===== src/rtl/univ_ff_bank.sv =====
// Bank of run-time configurable D/T/JK/SR flip-flops with sticky
// SR-illegal flags and per-channel saturating toggle counters.
module univ_ff_bank #(
  parameter int WIDTH = 4,
  parameter int CNT_W = 4
) (
  input  logic                   clk,
  input  logic                   reset,
  input  logic                   cfg_we,
  input  logic [2*WIDTH-1:0]     cfg_mode,
  input  logic                   en,
  input  logic [WIDTH-1:0]       a,
  input  logic [WIDTH-1:0]       b,
  input  logic                   err_clr,
  input  logic                   cnt_clr,
  output logic [WIDTH-1:0]       q,
  output logic [WIDTH-1:0]       sr_err,
  output logic                   any_err,
  output logic [WIDTH*CNT_W-1:0] tog_cnt
);

  localparam logic [1:0] M_D  = 2'b00;
  localparam logic [1:0] M_T  = 2'b01;
  localparam logic [1:0] M_JK = 2'b10;
  localparam logic [1:0] M_SR = 2'b11;

  localparam logic [CNT_W-1:0] CNT_MAX = '1;

  logic [WIDTH-1:0]       r_q;
  logic [WIDTH-1:0]       r_err;
  logic [2*WIDTH-1:0]     r_mode;
  logic [WIDTH*CNT_W-1:0] r_cnt;

  logic [WIDTH-1:0] w_q_nxt;
  logic [WIDTH-1:0] w_ill;
  logic [1:0]       w_m;

  // Next-state uses the current (old) mode even when cfg_we is high.
  always_comb begin
    w_q_nxt = r_q;
    w_ill   = '0;
    w_m     = M_D;
    for (int i = 0; i < WIDTH; i++) begin
      w_m = r_mode[2*i +: 2];
      if (en) begin
        case (w_m)
          M_D:  w_q_nxt[i] = a[i];
          M_T:  w_q_nxt[i] = r_q[i] ^ a[i];
          M_JK: begin
            case ({a[i], b[i]})
              2'b10:   w_q_nxt[i] = 1'b1;
              2'b01:   w_q_nxt[i] = 1'b0;
              2'b11:   w_q_nxt[i] = ~r_q[i];
              default: w_q_nxt[i] = r_q[i];
            endcase
          end
          default: begin
            case ({a[i], b[i]})
              2'b10:   w_q_nxt[i] = 1'b1;
              2'b01:   w_q_nxt[i] = 1'b0;
              2'b11:   w_ill[i]   = 1'b1;
              default: w_q_nxt[i] = r_q[i];
            endcase
          end
        endcase
      end
    end
  end

  always_ff @(posedge clk or posedge reset) begin
    if (reset) begin
      r_q    <= '0;
      r_err  <= '0;
      r_mode <= {WIDTH{M_JK}};
    end else begin
      r_q <= w_q_nxt;
      if (cfg_we)
        r_mode <= cfg_mode;
      // A new illegal event beats err_clr.
      if (err_clr)
        r_err <= w_ill;
      else
        r_err <= r_err | w_ill;
    end
  end

  always_ff @(posedge clk or posedge reset) begin
    if (reset) begin
      r_cnt <= '0;
    end else begin
      for (int i = 0; i < WIDTH; i++) begin
        if (cnt_clr)
          r_cnt[CNT_W*i +: CNT_W] <= '0;
        else if (w_q_nxt[i] != r_q[i] &&
                 r_cnt[CNT_W*i +: CNT_W] != CNT_MAX)
          r_cnt[CNT_W*i +: CNT_W] <=
            r_cnt[CNT_W*i +: CNT_W] + 1'b1;
      end
    end
  end

  assign q       = r_q;
  assign sr_err  = r_err;
  assign any_err = |r_err;
  assign tog_cnt = r_cnt;

endmodule

===== config.mk =====
export PLATFORM = sky130hd
export DESIGN_NAME = univ_ff_bank
export DESIGN_NICKNAME = d
export VERILOG_FILES = /design/src/rtl/univ_ff_bank.sv
export SDC_FILE = /design/constraint.sdc
export NUM_CORES = 1
export LEC_CHECK = 0
export BUFFER_PORTS_ARGS = -buffer_cell sky130_fd_sc_hd__buf_2
export CAP_MARGIN = 20
export CORE_ASPECT_RATIO = 0.5
export CORE_MARGIN = 5
export CORE_UTILIZATION = 35
export CTS_CLUSTER_DIAMETER = 200
export CTS_CLUSTER_SIZE = 16
export DETAILED_ROUTE_END_ITERATION = 8
export PLACE_DENSITY_LB_ADDON = 0.25
export SYNTH_ARGS = -nofsm -noshare
export SYNTH_HDL_FRONTEND = slang
export SYNTH_SLANG_ARGS = --single-unit
export TNS_END_PERCENT = 1

===== constraint.sdc =====
create_clock -name clk -period 2.3 [get_ports clk]
set_clock_uncertainty 0.1 [all_clocks]
set_input_delay 0.23 -clock clk [delete_from_list [all_inputs] [get_ports clk]]
set_output_delay 0.23 -clock clk [all_outputs]
set_load 0.005 [all_outputs]

== Yosys cells after proc, flatten, opt, wreduce, memory -nomap -nowiden ==
Cells that the tools add are included.

* Multiplexer cells: 37
* Reductions and logical operators: 17
* Eq/ne operators: 28
* Add/subtract/negate cells: 4
* Bitwise logic cells: 9

{| class="wikitable"
|+ Operator list
! operator !! number
|-
| $mux W4 || 9
|-
| $eq A2 B2 Y1 const B || 12
|-
| $pmux W1 S3 || 8
|-
| $add A4 B1 Y4 const B || 4
|-
| $eq A2 B1 Y1 const B || 8
|-
| $mux W1 || 16
|-
| $ne A4 B4 Y1 const B || 4
|-
| $reduce_or A3 Y1 || 4
|-
| $logic_not A2 Y1 || 4
|-
| $pmux W1 S2 || 4
|-
| $reduce_bool A2 Y1 || 4
|-
| $logic_and A1 B1 Y1 || 4
|-
| $ne A1 B1 Y1 || 4
|-
| $not A1 Y1 || 4
|-
| $or A4 B4 Y4 || 1
|-
| $reduce_or A4 Y1 || 1
|-
| $xor A1 B1 Y1 || 4
|}

* Output and inout bits: 25
* Register bits after elaboration: 32
* Word-level logic and storage cells: 102

== Depth between registers and ports, before layout ==
* Word-level depth: 8
* Depth in mapped cells: 7

== Worst setup path before layout ==
No wires, ideal clock.

* Kind: input -> register
* Start: input port b[3]
* End: register r_cnt[14] (netlist: tog_cnt[14])
* Setup slack: 0.509 ns
* Arrival time: 1.563 ns
* Data required time: 2.072 ns
* Path buffers: 0
* Stages: 7
* Cells stage by stage: inv_1 ha_1 mux2i_2 o221a_2 nand3_1 a21oi_1 mux2_1

* Longest elaborated chain between the ends: 7
* Elaborated cells on any way between the ends: 10
* Classes of those cells: eq/ne (4); mux (4); reduce/logical (2)

{| class="wikitable"
|+ Ends and longest elaborated chain
! item !! line !! RTL
|-
| from (decl) || 13 || <nowiki>input logic [WIDTH-1:0] b,</nowiki>
|-
| $eq A2 B2 Y1, or another cell as far along || 50 || <nowiki>case ({a[i], b[i]})</nowiki>
|-
| $pmux W1 S3 / $pmux W1 S2 (equally long branches) || 50, 58 ||
|-
| $pmux W1 S3 (*) || 46 || <nowiki>case (w_m)</nowiki>
|-
| $mux W1 (*) || 45 || <nowiki>if (en) begin</nowiki>
|-
| $ne A1 B1 Y1 (*) || 94 || <nowiki>else if (w_q_nxt[i] != r_q[i] &&</nowiki>
|-
| $logic_and A1 B1 Y1 (*) || 94 ||
|-
| $reduce_bool A2 Y1 (no line) (*) || - ||
|-
| to (signal, indexed assignment) || 96 || <nowiki>r_cnt[CNT_W*i +: CNT_W] <=</nowiki>
|-
| to (decl) || 32 || <nowiki>logic [WIDTH*CNT_W-1:0] r_cnt;</nowiki>
|}

Every way passes the cells marked *; elsewhere a longest branch is shown, timed or not.
A chain may end at the register's enable or synchronous reset.

== Worst setup path after layout ==
* Start: register r_mode[4]
* End: register r_cnt[10] (netlist: tog_cnt[10])

* Longest elaborated chain between the ends: 6
* Elaborated cells on any way between the ends: 8
* Classes of those cells: eq/ne (3); mux (2); reduce/logical (3)

{| class="wikitable"
|+ Ends and longest elaborated chain
! item !! line !! RTL
|-
| from (decl) || 31 || <nowiki>logic [2*WIDTH-1:0] r_mode;</nowiki>
|-
| from (signal assigned) || 74 || <nowiki>r_mode <= {WIDTH{M_JK}};</nowiki>
|-
| from (signal assigned) || 78 || <nowiki>r_mode <= cfg_mode;</nowiki>
|-
| $eq A2 B2 Y1, or another cell as far along || 46 ||
|-
| $pmux W1 S3 (*) || 46 ||
|-
| $mux W1 (*) || 45 ||
|-
| $ne A1 B1 Y1 (*) || 94 ||
|-
| $logic_and A1 B1 Y1 (*) || 94 ||
|-
| $reduce_bool A2 Y1 (no line) (*) || - ||
|}

Marks and branches as above.

==> reports/results.txt <==
Synth area leaders: dfrtp_1, ha_1, mux2_2, dfstp_2, nand2_1
Via-to-Cell Ratio: 5.100
Int Power: 1267 uW
Cell count of the worst hold path: 3
First-pass GRT wire length: 9370 um
Cell Area, Synth: 2255 um2
Reg clk slew, reported paths: 0.05 ns
Total routed wirelength: 5487 um
Share of the synthesized area in the top cell type: 0.3108
CTS tree: built
Mapped Nets: 279
Seq cells post-synth: 32
CP Max Fanout: 7
Share of cells above drive strength 1: 0.2842
Max H-tree Level: 2
Count leader, synth: dfrtp_1
Adder-Cell Fraction of Synth Area: 0.07547
Maximum VDD drop: 291.0 uV
Setup-failing EPs final: 0
Sequential area share after synthesis: 0.3574
Number of post-CTS setup repair buffers: 0
Post-synth top flop: dfrtp_1
Synth Area in Compound Gates: 0.1443
PortBufs: 46
CTS buffer count: 5
Clock power share: 0.362
Leakage: 0.001294 uW
Reg2reg end: tog_cnt[10]
Biggest area consumer among synthesized cells: dfrtp_1
Min cycle time layout: 1.957 ns
Synth Area in XOR/XNOR: 0.01165
Initial Utilization: 0.3663
Hold Path End: r_mode[3]
Gate Count Post-Synth: 245
DRT Pass-1 Iters: 4
Die area: 8245 um2
I/O pin count: 47
Initial drt markers: 172
Avg Synthesized Cell Area: 9.203 um2
Core area: 6156 um2
Sw Pwr: 567.4 uW
Netlist cell types: 49
Die Ht: 66.76 um
Grt total ovfl: 0
Clock buffer depth: 2
Post-synth top cells: dfrtp_1, nand2_1, nor2_1
Largest family of logic cells by synthesized area: simple AND/OR/NAND/NOR gates
Crit Reg-Reg Startpoint: r_mode[4]
DRC: 0
Post-synth EDFFs: 0
Endpoints failing hold: 0
Fmax: 511.1 MHz
WL per Instance: 14.44 um
Crit path DAT: 2.00 ns
Fin Setup TNS: 0 ns
Dpl hpwl: 4106 um
DR vias: 1938
Worst slew pin tran: 0.4230 ns
Min-delay worst type: in2reg
Clk_lat worst skew: 0.27 ns
Pin count of the biggest net entering global routing: 33
Max cap viols: 0
Status: completed
Root Driver: clkbuf_16
Synth Area in Simple Gates: 0.2420
Crit start category: flip-flop
Worst r2r path cells: 5
Kind of end point of the critical path: flip-flop
Pwr/cell area: 673.9 nW/um2
Worst Path Required: 2.35 ns
Reg power frac: 0.395
Sink Count: 32
GP Congestion: 0.7827
Final core utilization: 0.4421
DRT antenna net count: 0
Die Width: 123.5 um
Crit share post-route: 0.8508
Total GRT Usage: 0.1460
HP Start: cfg_mode[3]
Number of core rows: 20
Ys Warns: 0
Slew margin rel.: 0.7180
RSZ-0062 raised after global routing: no
Max Slew Vio Count: 0
Combinational group share of total power: 0.242
Antenna Cells: 0
R2R Setup Slk: 0.34 ns
WS Path Type: reg2reg
Synth async-reset ratio: 1.000
Vias in the first global route: 1957
Layout area overhead: 20.70%
Worst Setup SP: r_mode[4]
Post-placement cell count: 371
Initial antenna violation count: 0
Mux contribution to synthesized area: 0.1210
Post-layout nets: 325
Post-Layout Cell Count: 380
Sw Share: 0.3094
==> cell usage in the layout, fill, tap and decap left out, drive strengths merged, types with 9 or more instances in the layout <==
master / count
buf: 49
dfrtp: 28
nand2: 26
nor2: 17
mux2: 17
inv: 14
nor2b: 13
ha: 12
nand3: 11
o21ai: 10
nand4: 9
==> registers in the layout, summed over array words and instances (netlist names) <==
signal   cells
sr_err       4
q            4
tog_cnt     16
r_mode       8
==> worst max path at each step <==
stage,to
6_report,tog_cnt[10]
5_1_grt,tog_cnt[12]
4_1_cts,tog_cnt[10]
3_5_place_dp,tog_cnt[14]
3_3_place_gp,tog_cnt[11]
2_1_floorplan,tog_cnt[14]
==> layer usage <==
metal  GRT usage  part of all wire  up-vias
met5           0                 0        -
met4     0.06621             0.016        0
met3     0.03053             0.043        6
met2      0.2407              0.48       41
met1      0.1848              0.46      915
li1            -                 -      976
==> cells by family after synthesis <==
family | count (synthesis)
AO/OA/AOI/OAI | 44
XOR/XNOR | 3
adder cells (fa/ha/maj) | 14
buffers and inverters | 25
flip-flops | 32
multiplexers | 24
AND/OR/NAND/NOR | 103
==> repair_timing <==
item,4_1_cts,5_1_grt
hold buffers,1,0
endpoints found under the hold margin,28,0
setup endpoints to repair,0,0
gates resized for setup,0,0
==> stage by stage <==
stage	total power, uW	hold WS, ns	instance area, um2	setup slack (ns)
after floorplan	1034	0.2264	2255	0.5090
after global placement	1155	0.2325	2561	0.3139
after detailed placement	1176	0.2427	2561	0.2261
after CTS	1849	0.06436	2721	0.3636
after global routing	1954	0.08316	2721	0.2592
final	1834	0.07019	2721	0.3433
==> power groups by stage <==
stage / Clock, uW / Sequential (uW) / Combinational [uW]
2_1_floorplan: 0 / 687 / 347
3_3_place_gp: 0 / 728 / 427
3_5_place_dp: 0 / 733 / 442
4_1_cts: 679 / 724 / 447
5_1_grt: 711 / 740 / 503
6_report: 665 / 725 / 444
==> critical path, cell delays in order (launching register included) <==
cell and delay (ns):
dfrtp_1 0.46, or3_1 0.42, nand4_1 0.18, nand3_1 0.13
a21oi_1 0.18, mux2_1 0.35
==> layout make-up <==
class	count	area, um2
well taps	88	110.1
repair buffers	50	262.8
inverters	14	52.55
clock buffers	7	142.6
flip-flops and latches	32	805.8
multi-input cells	188	1340
fillers	617	3435
clock inverters	1	7.507
(Power assumes the default switching activity.)
